File: config.mk
export PLATFORM = sky130hd
export DESIGN_NAME = wide_arith_sequencer_flat
export DESIGN_NICKNAME = d
export VERILOG_FILES = /design/src/rtl/wide_arith_sequencer_if.sv /design/src/rtl/wide_arith_sequencer.sv /design/src/flat_wrapper.sv
export SDC_FILE = /design/constraint.sdc
export NUM_CORES = 1
export LEC_CHECK = 0
export BUFFER_PORTS_ARGS = -buffer_cell sky130_fd_sc_hd__buf_2
export CORE_ASPECT_RATIO = 1.5
export CORE_MARGIN = 4
export CORE_UTILIZATION = 35
export CTS_CLUSTER_SIZE = 10
export DETAILED_ROUTE_END_ITERATION = 6
export GPL_TIMING_DRIVEN = 1
export SETUP_SLACK_MARGIN = 0.5
export SLEW_MARGIN = 20
export SYNTH_ARGS = -nofsm -noshare
export SYNTH_HDL_FRONTEND = slang
export SYNTH_SLANG_ARGS = --single-unit
export TNS_END_PERCENT = 1
File: constraint.sdc
create_clock -name clk -period 4.4 [get_ports clk]
set_input_delay 0.22 -clock clk [delete_from_list [all_inputs] [get_ports clk]]
set_output_delay 0.22 -clock clk [all_outputs]
set_load 0.05 [all_outputs]
File: src/rtl/wide_arith_sequencer_if.sv
// Request/response bus for wide_arith_sequencer.
//   master: issue side, drives in_valid/op/a/b and out_ready
//   slave : sequencer side, drives in_ready, out_valid, result and n/z/c/v
// Operands and result are 32*WORDS bits wide, least-significant word at bits [31:0].
interface wide_arith_sequencer_if #(
  parameter int unsigned WORDS = 2
);
  localparam int unsigned W = 32 * WORDS;

  logic         in_valid;
  logic         in_ready;
  logic [1:0]   op;
  logic [W-1:0] a;
  logic [W-1:0] b;
  logic         out_valid;
  logic         out_ready;
  logic [W-1:0] result;
  logic         n;
  logic         z;
  logic         c;
  logic         v;

  modport master (
    output in_valid, op, a, b, out_ready,
    input  in_ready, out_valid, result, n, z, c, v
  );

  modport slave (
    input  in_valid, op, a, b, out_ready,
    output in_ready, out_valid, result, n, z, c, v
  );
endinterface

File: src/rtl/wide_arith_sequencer.sv
// wide_arith_sequencer
//   Multi-word ADD/ADC/SUB/CMP engine. Operands of WORDS x 32 bits are
//   processed one word per cycle, least-significant first, through a single
//   shared 32-bit adder, chaining the carry between words. A persistent NZCV
//   flags register is updated when the top word completes.
// Ports
//   clk : clock, all state changes on the rising edge
//   rst : synchronous active-high reset
//   bus : slave side of wide_arith_sequencer_if
//         op 00 ADD, 01 ADC, 10 SUB, 11 CMP (CMP leaves result untouched)

// Shared 32-bit adder: s = x + (op ? ~y : y) + c_in, with rev swapping the
// operands (x,y) = (b,a) for reverse subtract. c_out is bit 32 of the sum.
module add_adcs_subs_rsbs (
  input  logic [31:0] a,
  input  logic [31:0] b,
  input  logic        op,
  input  logic        rev,
  input  logic        c_in,
  output logic [31:0] s,
  output logic        c_out
);
  logic [31:0] x;
  logic [31:0] y;

  always_comb begin
    x = rev ? b : a;
    y = rev ? a : b;
    {c_out, s} = {1'b0, x} + {1'b0, (op ? ~y : y)} + {32'd0, c_in};
  end
endmodule

module wide_arith_sequencer #(
  parameter int unsigned WORDS = 2
) (
  input logic                  clk,
  input logic                  rst,
  wide_arith_sequencer_if.slave bus
);
  localparam int unsigned W     = 32 * WORDS;
  localparam int unsigned IDX_W = (WORDS > 1) ? $clog2(WORDS) : 1;

  typedef enum logic [1:0] {
    IDLE,
    RUN,
    DONE
  } state_e;

  typedef enum logic [1:0] {
    OP_ADD = 2'b00,
    OP_ADC = 2'b01,
    OP_SUB = 2'b10,
    OP_CMP = 2'b11
  } op_e;

  state_e           state;
  op_e              op_q;
  logic [IDX_W-1:0] idx;
  logic [W-1:0]     a_sh;
  logic [W-1:0]     b_sh;
  logic [W-1:0]     shadow;
  logic [W-1:0]     result_q;
  logic             carry_q;
  logic             zacc;
  logic             in_ready_q;
  logic             out_valid_q;
  logic             n_q, z_q, c_q, v_q;

  logic [31:0]      sum;
  logic             c_out;
  logic             sub;
  logic             last;
  logic [W-1:0]     merged;
  logic             a31, b31, s31;
  logic             v_next;

  // Operands are shifted right one word per cycle, so the word under
  // work always sits in [31:0]; on the last cycle that is the top word,
  // whose MSBs feed the overflow computation.
  add_adcs_subs_rsbs u_adder (
    .a     (a_sh[31:0]),
    .b     (b_sh[31:0]),
    .op    (sub),
    .rev   (1'b0),
    .c_in  (carry_q),
    .s     (sum),
    .c_out (c_out)
  );

  always_comb begin
    sub    = (op_q == OP_SUB) || (op_q == OP_CMP);
    last   = (idx == IDX_W'(WORDS - 1));
    merged = shadow;
    merged[idx*32 +: 32] = sum;
    a31    = a_sh[31];
    b31    = b_sh[31];
    s31    = sum[31];
    if (sub) begin
      v_next = (a31 & ~b31 & ~s31) | (~a31 & b31 & s31);
    end else begin
      v_next = (a31 & b31 & ~s31) | (~a31 & ~b31 & s31);
    end
  end

  always_ff @(posedge clk) begin
    if (rst) begin
      state       <= IDLE;
      op_q        <= OP_ADD;
      idx         <= '0;
      a_sh        <= '0;
      b_sh        <= '0;
      shadow      <= '0;
      result_q    <= '0;
      carry_q     <= 1'b0;
      zacc        <= 1'b0;
      in_ready_q  <= 1'b1;
      out_valid_q <= 1'b0;
      n_q         <= 1'b0;
      z_q         <= 1'b0;
      c_q         <= 1'b0;
      v_q         <= 1'b0;
    end else begin
      case (state)
        IDLE: begin
          if (bus.in_valid) begin
            a_sh       <= bus.a;
            b_sh       <= bus.b;
            op_q       <= op_e'(bus.op);
            idx        <= '0;
            zacc       <= 1'b1;
            in_ready_q <= 1'b0;
            state      <= RUN;
            case (op_e'(bus.op))
              OP_ADD:  carry_q <= 1'b0;
              OP_ADC:  carry_q <= c_q;
              default: carry_q <= 1'b1;
            endcase
          end
        end
        RUN: begin
          shadow  <= merged;
          carry_q <= c_out;
          zacc    <= zacc & (sum == 32'd0);
          a_sh    <= a_sh >> 32;
          b_sh    <= b_sh >> 32;
          if (last) begin
            n_q <= s31;
            z_q <= zacc & (sum == 32'd0);
            c_q <= c_out;
            v_q <= v_next;
            if (op_q != OP_CMP) begin
              result_q <= merged;
            end
            idx         <= '0;
            out_valid_q <= 1'b1;
            state       <= DONE;
          end else begin
            idx <= idx + 1'b1;
          end
        end
        DONE: begin
          if (bus.out_ready) begin
            out_valid_q <= 1'b0;
            in_ready_q  <= 1'b1;
            state       <= IDLE;
          end
        end
        default: begin
          state       <= IDLE;
          in_ready_q  <= 1'b1;
          out_valid_q <= 1'b0;
        end
      endcase
    end
  end

  assign bus.in_ready  = in_ready_q;
  assign bus.out_valid = out_valid_q;
  assign bus.result    = result_q;
  assign bus.n         = n_q;
  assign bus.z         = z_q;
  assign bus.c         = c_q;
  assign bus.v         = v_q;
endmodule

File: src/flat_wrapper.sv
// flat-port wrapper written by rule: the top's interface ports become plain ports
module wide_arith_sequencer_flat 
#(
  parameter int unsigned WORDS = 2
)
  (clk, rst, bus_in_valid, bus_op, bus_a, bus_b, bus_out_ready, bus_in_ready, bus_out_valid, bus_result, bus_n, bus_z, bus_c, bus_v);
  wide_arith_sequencer_if #(.WORDS(WORDS)) bus_i ();
  input logic clk;
  input logic rst;
  input wire logic [$bits(bus_i.in_valid)-1:0] bus_in_valid;
  input wire logic [$bits(bus_i.op)-1:0] bus_op;
  input wire logic [$bits(bus_i.a)-1:0] bus_a;
  input wire logic [$bits(bus_i.b)-1:0] bus_b;
  input wire logic [$bits(bus_i.out_ready)-1:0] bus_out_ready;
  output wire logic [$bits(bus_i.in_ready)-1:0] bus_in_ready;
  output wire logic [$bits(bus_i.out_valid)-1:0] bus_out_valid;
  output wire logic [$bits(bus_i.result)-1:0] bus_result;
  output wire logic [$bits(bus_i.n)-1:0] bus_n;
  output wire logic [$bits(bus_i.z)-1:0] bus_z;
  output wire logic [$bits(bus_i.c)-1:0] bus_c;
  output wire logic [$bits(bus_i.v)-1:0] bus_v;
  assign bus_i.in_valid = bus_in_valid;
  assign bus_i.op = bus_op;
  assign bus_i.a = bus_a;
  assign bus_i.b = bus_b;
  assign bus_i.out_ready = bus_out_ready;
  assign bus_in_ready = bus_i.in_ready;
  assign bus_out_valid = bus_i.out_valid;
  assign bus_result = bus_i.result;
  assign bus_n = bus_i.n;
  assign bus_z = bus_i.z;
  assign bus_c = bus_i.c;
  assign bus_v = bus_i.v;
  wide_arith_sequencer #(.WORDS(WORDS)) u_core (.clk(clk), .rst(rst), .bus(bus_i));
endmodule
==> load_flow_metrics.sql <==
INSERT INTO impl_metrics (metric_group, metric, value, unit) VALUES
('setup_path', 'worst_setup_path_end_kind', 'flip-flop', ''),
('timing', 'slew-limit-headroom', '31.70', '%'),
('timing', 'setup_total_negative_slack', '0', 'ps'),
('power_and_ir_drop', 'power.density', '394.7', 'mW/mm^2'),
('timing', 'unrepaired_setup_endpoints_after_global_routing', 'no', ''),
('layout', 'fraction_of_final_layout_cells_sized_beyond_drive_strength_1', '15.37', '%'),
('timing', 'postLayoutSetupSlackWorst', '667.2', 'ps'),
('setup_path', 'path_cells', 'buf_12 -> xor2_1 -> ha_1 -> nand4_1 -> nor2_1 -> a21boi_0 -> nor2_1 -> o311a_1 -> a2111o_1 -> nor4_1 -> nand4b_1 -> o21ai_1', ''),
('grt', 'global_route.usage.total', '20.14', '%'),
('yosys', 'netlist.top_cell.by_area', 'sky130_fd_sc_hd__dfxtp_1', ''),
('power_and_ir_drop', 'max-vdd-ir-drop', '0.2274', 'mV'),
('timing', 'timing.final.max_slew_violations', '0', ''),
('cts', 'clk_latency', '540', 'ps'),
('status', 'run_status', 'complete, no violations', ''),
('yosys', 'asyncSetResetFlopFracSynth', '0', '%'),
('yosys', 'ys.flop_type', 'sky130_fd_sc_hd__dfxtp_1', ''),
('yosys', 'ys_top_cells_by_area', 'sky130_fd_sc_hd__dfxtp_1 (42%), sky130_fd_sc_hd__nand2_1 (13%), sky130_fd_sc_hd__a21oi_1 (8.7%)', ''),
('grt', 'grt_first_pass_wirelength', '58740', 'microns'),
('yosys', 'synth-edff-count', '0', ''),
('cts', 'clk_pin_slew', '60', 'ps'),
('layout', 'multi_input_comb_area', '0.006201', 'sq mm'),
('setup_path', 'setup.worst_path.class', 'flip-flop to flip-flop', ''),
('grt', 'initial_antenna_violation_count', '0', ''),
('floorplan', 'die_height', '229.3', 'microns'),
('grt', 'grt_pass1_vias', '11070', ''),
('yosys', 'synthesis.instances', '1516', ''),
('yosys', 'ys_seq_elements', '237', ''),
('drt', 'drt-wirelength-per-cell', '17.13', 'microns'),
('yosys', 'synth_top_area_share', '41.51', '%'),
('floorplan', 'starting_density_of_the_core', '35.68', '%'),
('floorplan', 'placeable_core_region', '0.03203', 'sq mm'),
('cts', 'clock_net_sink_count', '237', ''),
('placed_design', 'port-buffer-count', '203', ''),
('drt', 'route.final.wire_length', '37220', 'microns'),
('yosys', 'yosysSeqAreaShare', '41.51', '%'),
('yosys', 'synth_warnings', '0', ''),
('drt', 'drt_first_iter_violations', '546', ''),
('timing', 'fmax', '267.9', 'MHz'),
('setup_path', 'worstPathMaxFanout', '25', ''),
('timing', 'worst_clock_skew', '9.006', 'ps'),
('timing', 'finalSetupViolCount', '0', ''),
('floorplan', 'io_pins', '204', ''),
('setup_path', 'rrSetupSlack', '670', 'ps'),
('yosys', 'post_synth_num_cell_types', '68', ''),
('drt', 'routed_via_density', '5.238', ''),
('setup_path', 'critical_path.reg2reg.endpoint', 'u_core.bus.z', ''),
('floorplan', 'core.rowCount', '80', ''),
('worst_hold_path', 'hold-path-endpoint', 'u_core.b_sh[54]', ''),
('drt', 'dr_total_vias', '11380', ''),
('timing', 'worst-slew-pin-transition', '1025', 'ps'),
('worst_hold_path', 'timing.hold.worst.start', 'rst', ''),
('setup_path', 'critPathArrivalTime', '4200', 'ps'),
('cts', 'cts.path.max_buffers', '3', ''),
('floorplan', 'floorplan.die_area', '0.03567', 'sq mm'),
('cts', 'tritoncts', 'built', ''),
('layout', 'area.sequential', '0.004748', 'sq mm'),
('timing', 'final_min_period_over_clock_period', '84.84', '%'),
('drt', 'post-route-drc-count', '0', ''),
('yosys', 'synth.cell_area', '0.01143', 'sq mm'),
('cts', 'cts-buffers-inserted', '27', ''),
('setup_path', 'worst_r2r_startpoint', 'u_core.op_q[1]', ''),
('cts', 'h-tree-depth', '1', ''),
('worst_hold_path', 'worst_hold_path_type', 'input port to flip-flop', ''),
('layout', 'layout.nets', '1929', ''),
('setup_path', 'crit_slowest_cell', 'sky130_fd_sc_hd__ha_1', ''),
('layout', 'layout-area-overhead-vs-synth', '28.35', '%'),
('timing', 'finalHoldViolations', '0', ''),
('setup_path', 'setup.worst_path.start_class', 'flip-flop', ''),
('layout', 'diodes', '0', ''),
('placed_design', 'placement.setup.worst_slack', '578.3', 'ps'),
('drt', 'firstDrtPassIters', '6', '');
-- worst max-delay path by stage --
stage | cells past startpoint | startpoint | slack (ps) | endpoint
after global routing | 12 | u_core.op_q[1] | 520 | u_core.bus.z
after CTS | 12 | u_core.op_q[1] | 550 | u_core.bus.z
after floorplan | 14 | u_core.op_q[1] | 660 | u_core.bus.z
after global placement | 12 | u_core.op_q[1] | 670 | u_core.bus.z
final | 12 | u_core.op_q[1] | 670 | u_core.bus.z
after detailed placement | 12 | u_core.op_q[1] | 580 | u_core.bus.z
-- cell families (layout without fill, tap and decap cells) --
kind of cell / after synthesis / after routing / share of synthesized area, %
AND/OR/NAND/NOR: 683 / 683 / 25.18
AO/OA/AOI/OAI: 365 / 365 / 20.41
flip-flops: 237 / 237 / 41.51
buffers and inverters: 141 / 388 / 4.707
XOR/XNOR: 55 / 55 / 4.280
adder cells (fa/ha/maj): 33 / 33 / 3.744
multiplexers: 2 / 2 / 0.1752
-- worst reg2reg max path: cells and delay by family, from the launching register on --
| family | cells | cell delay [ps] |
|---|---|---|
| adder cells (fa/ha/maj) | 1 | 530 |
| XOR/XNOR | 1 | 120 |
| flip-flops | 1 | 460 |
| AO/OA/AOI/OAI | 4 | 1180 |
| buffers and inverters | 1 | 230 |
| AND/OR/NAND/NOR | 5 | 1150 |
-- report_power, final --
group          switching [mW]  total [mW]  internal (mW)
Clock                   0.823        1.92           1.09
Combinational           0.923        1.46          0.538
Sequential              0.113        2.41           2.30
-- sequential cells by signal, indices dropped and copies added (netlist names), 2 cells and up --
name and flops:
u_core.b_sh 64, u_core.bus.result 64, u_core.a_sh 64, u_core.state 2, u_core.shadow 32, u_core.op_q 2
-- placed cells by master, fill, tap and decap left out, drive strengths merged, types with 9 or more instances in the layout --
master       instances
dlygate4sd3        131
nor3                19
dfxtp              237
ha                  31
clkbuf              29
nand4               19
a21oi              201
xor2                41
a311oi              66
a211oi              14
nand2              398
o211ai              13
buf                215
inv                 13
o21ai               21
nor2               133
a21o                 9
xnor2               14
nand3               76
-- metrics by stage --
| step | hold WS [ps] | utilization, % | instances | area (sq um) | power (mW) |
|---|---|---|---|---|---|
| CTS | 97.15 | 45.73 | 2173 | 14650 | 5.851 |
| floorplan | 356.0 | - | 1516 | 11430 | 3.384 |
| global route | 133.1 | 45.80 | 2173 | 14670 | 6.093 |
| detailed placement | 443.7 | 39.45 | 2012 | 12630 | 3.820 |
| finish | 123.2 | 45.80 | 2173 | 14670 | 5.791 |
| global placement | 437.7 | 39.45 | 2012 | 12630 | 3.813 |
-- per-layer routing --
metal,vias up,global-route usage [%],share of wire [%]
li1,5720,-,-
met4,0,7.391,3.4
met3,66,1.983,4.3
met5,-,0,0
met1,5264,24.60,41
met2,332,36.27,51
-- cells in the mapped netlist, types with 3 or more instances --
master	instances
sky130_fd_sc_hd__buf_2	7
sky130_fd_sc_hd__xnor2_1	14
sky130_fd_sc_hd__a21o_1	8
sky130_fd_sc_hd__nand3b_1	3
sky130_fd_sc_hd__nand4_1	19
sky130_fd_sc_hd__o31ai_1	3
sky130_fd_sc_hd__and2_1	6
sky130_fd_sc_hd__a211oi_1	12
sky130_fd_sc_hd__nor3_1	19
sky130_fd_sc_hd__buf_1	8
sky130_fd_sc_hd__o21ai_1	5
sky130_fd_sc_hd__ha_1	31
sky130_fd_sc_hd__nor2_1	132
sky130_fd_sc_hd__o211ai_1	12
sky130_fd_sc_hd__a31oi_1	4
sky130_fd_sc_hd__a311oi_1	66
sky130_fd_sc_hd__nand2_1	397
sky130_fd_sc_hd__o21a_1	6
sky130_fd_sc_hd__nand2b_1	5
sky130_fd_sc_hd__o21ai_0	16
sky130_fd_sc_hd__dfxtp_1	237
sky130_fd_sc_hd__a211o_1	3
sky130_fd_sc_hd__nand3_1	76
sky130_fd_sc_hd__inv_1	12
sky130_fd_sc_hd__xor2_1	40
sky130_fd_sc_hd__clkbuf_1	114
sky130_fd_sc_hd__o21bai_1	3
sky130_fd_sc_hd__and3_1	3
sky130_fd_sc_hd__nand4b_1	4
sky130_fd_sc_hd__o211a_1	3
sky130_fd_sc_hd__a21oi_1	199
-- final cells by class --
type | count | share of cell area [%]
Inverter | 12 | 0.3070
Clock buffer | 29 | 4.725
Clock inverter | 1 | 0.05970
Sequential cell | 237 | 32.37
Multi-Input combinational cell | 1138 | 42.27
Timing Repair Buffer | 346 | 16.78
Tap cell | 410 | 3.497
-- timing repair --
action	4_1_cts	5_1_grt
setup buffers	0	0
endpoints found under the hold margin	131	0
setup endpoints to repair	0	3
hold buffers	131	0
gates resized for setup	0	4
Power figures use the tool's default switching activity.
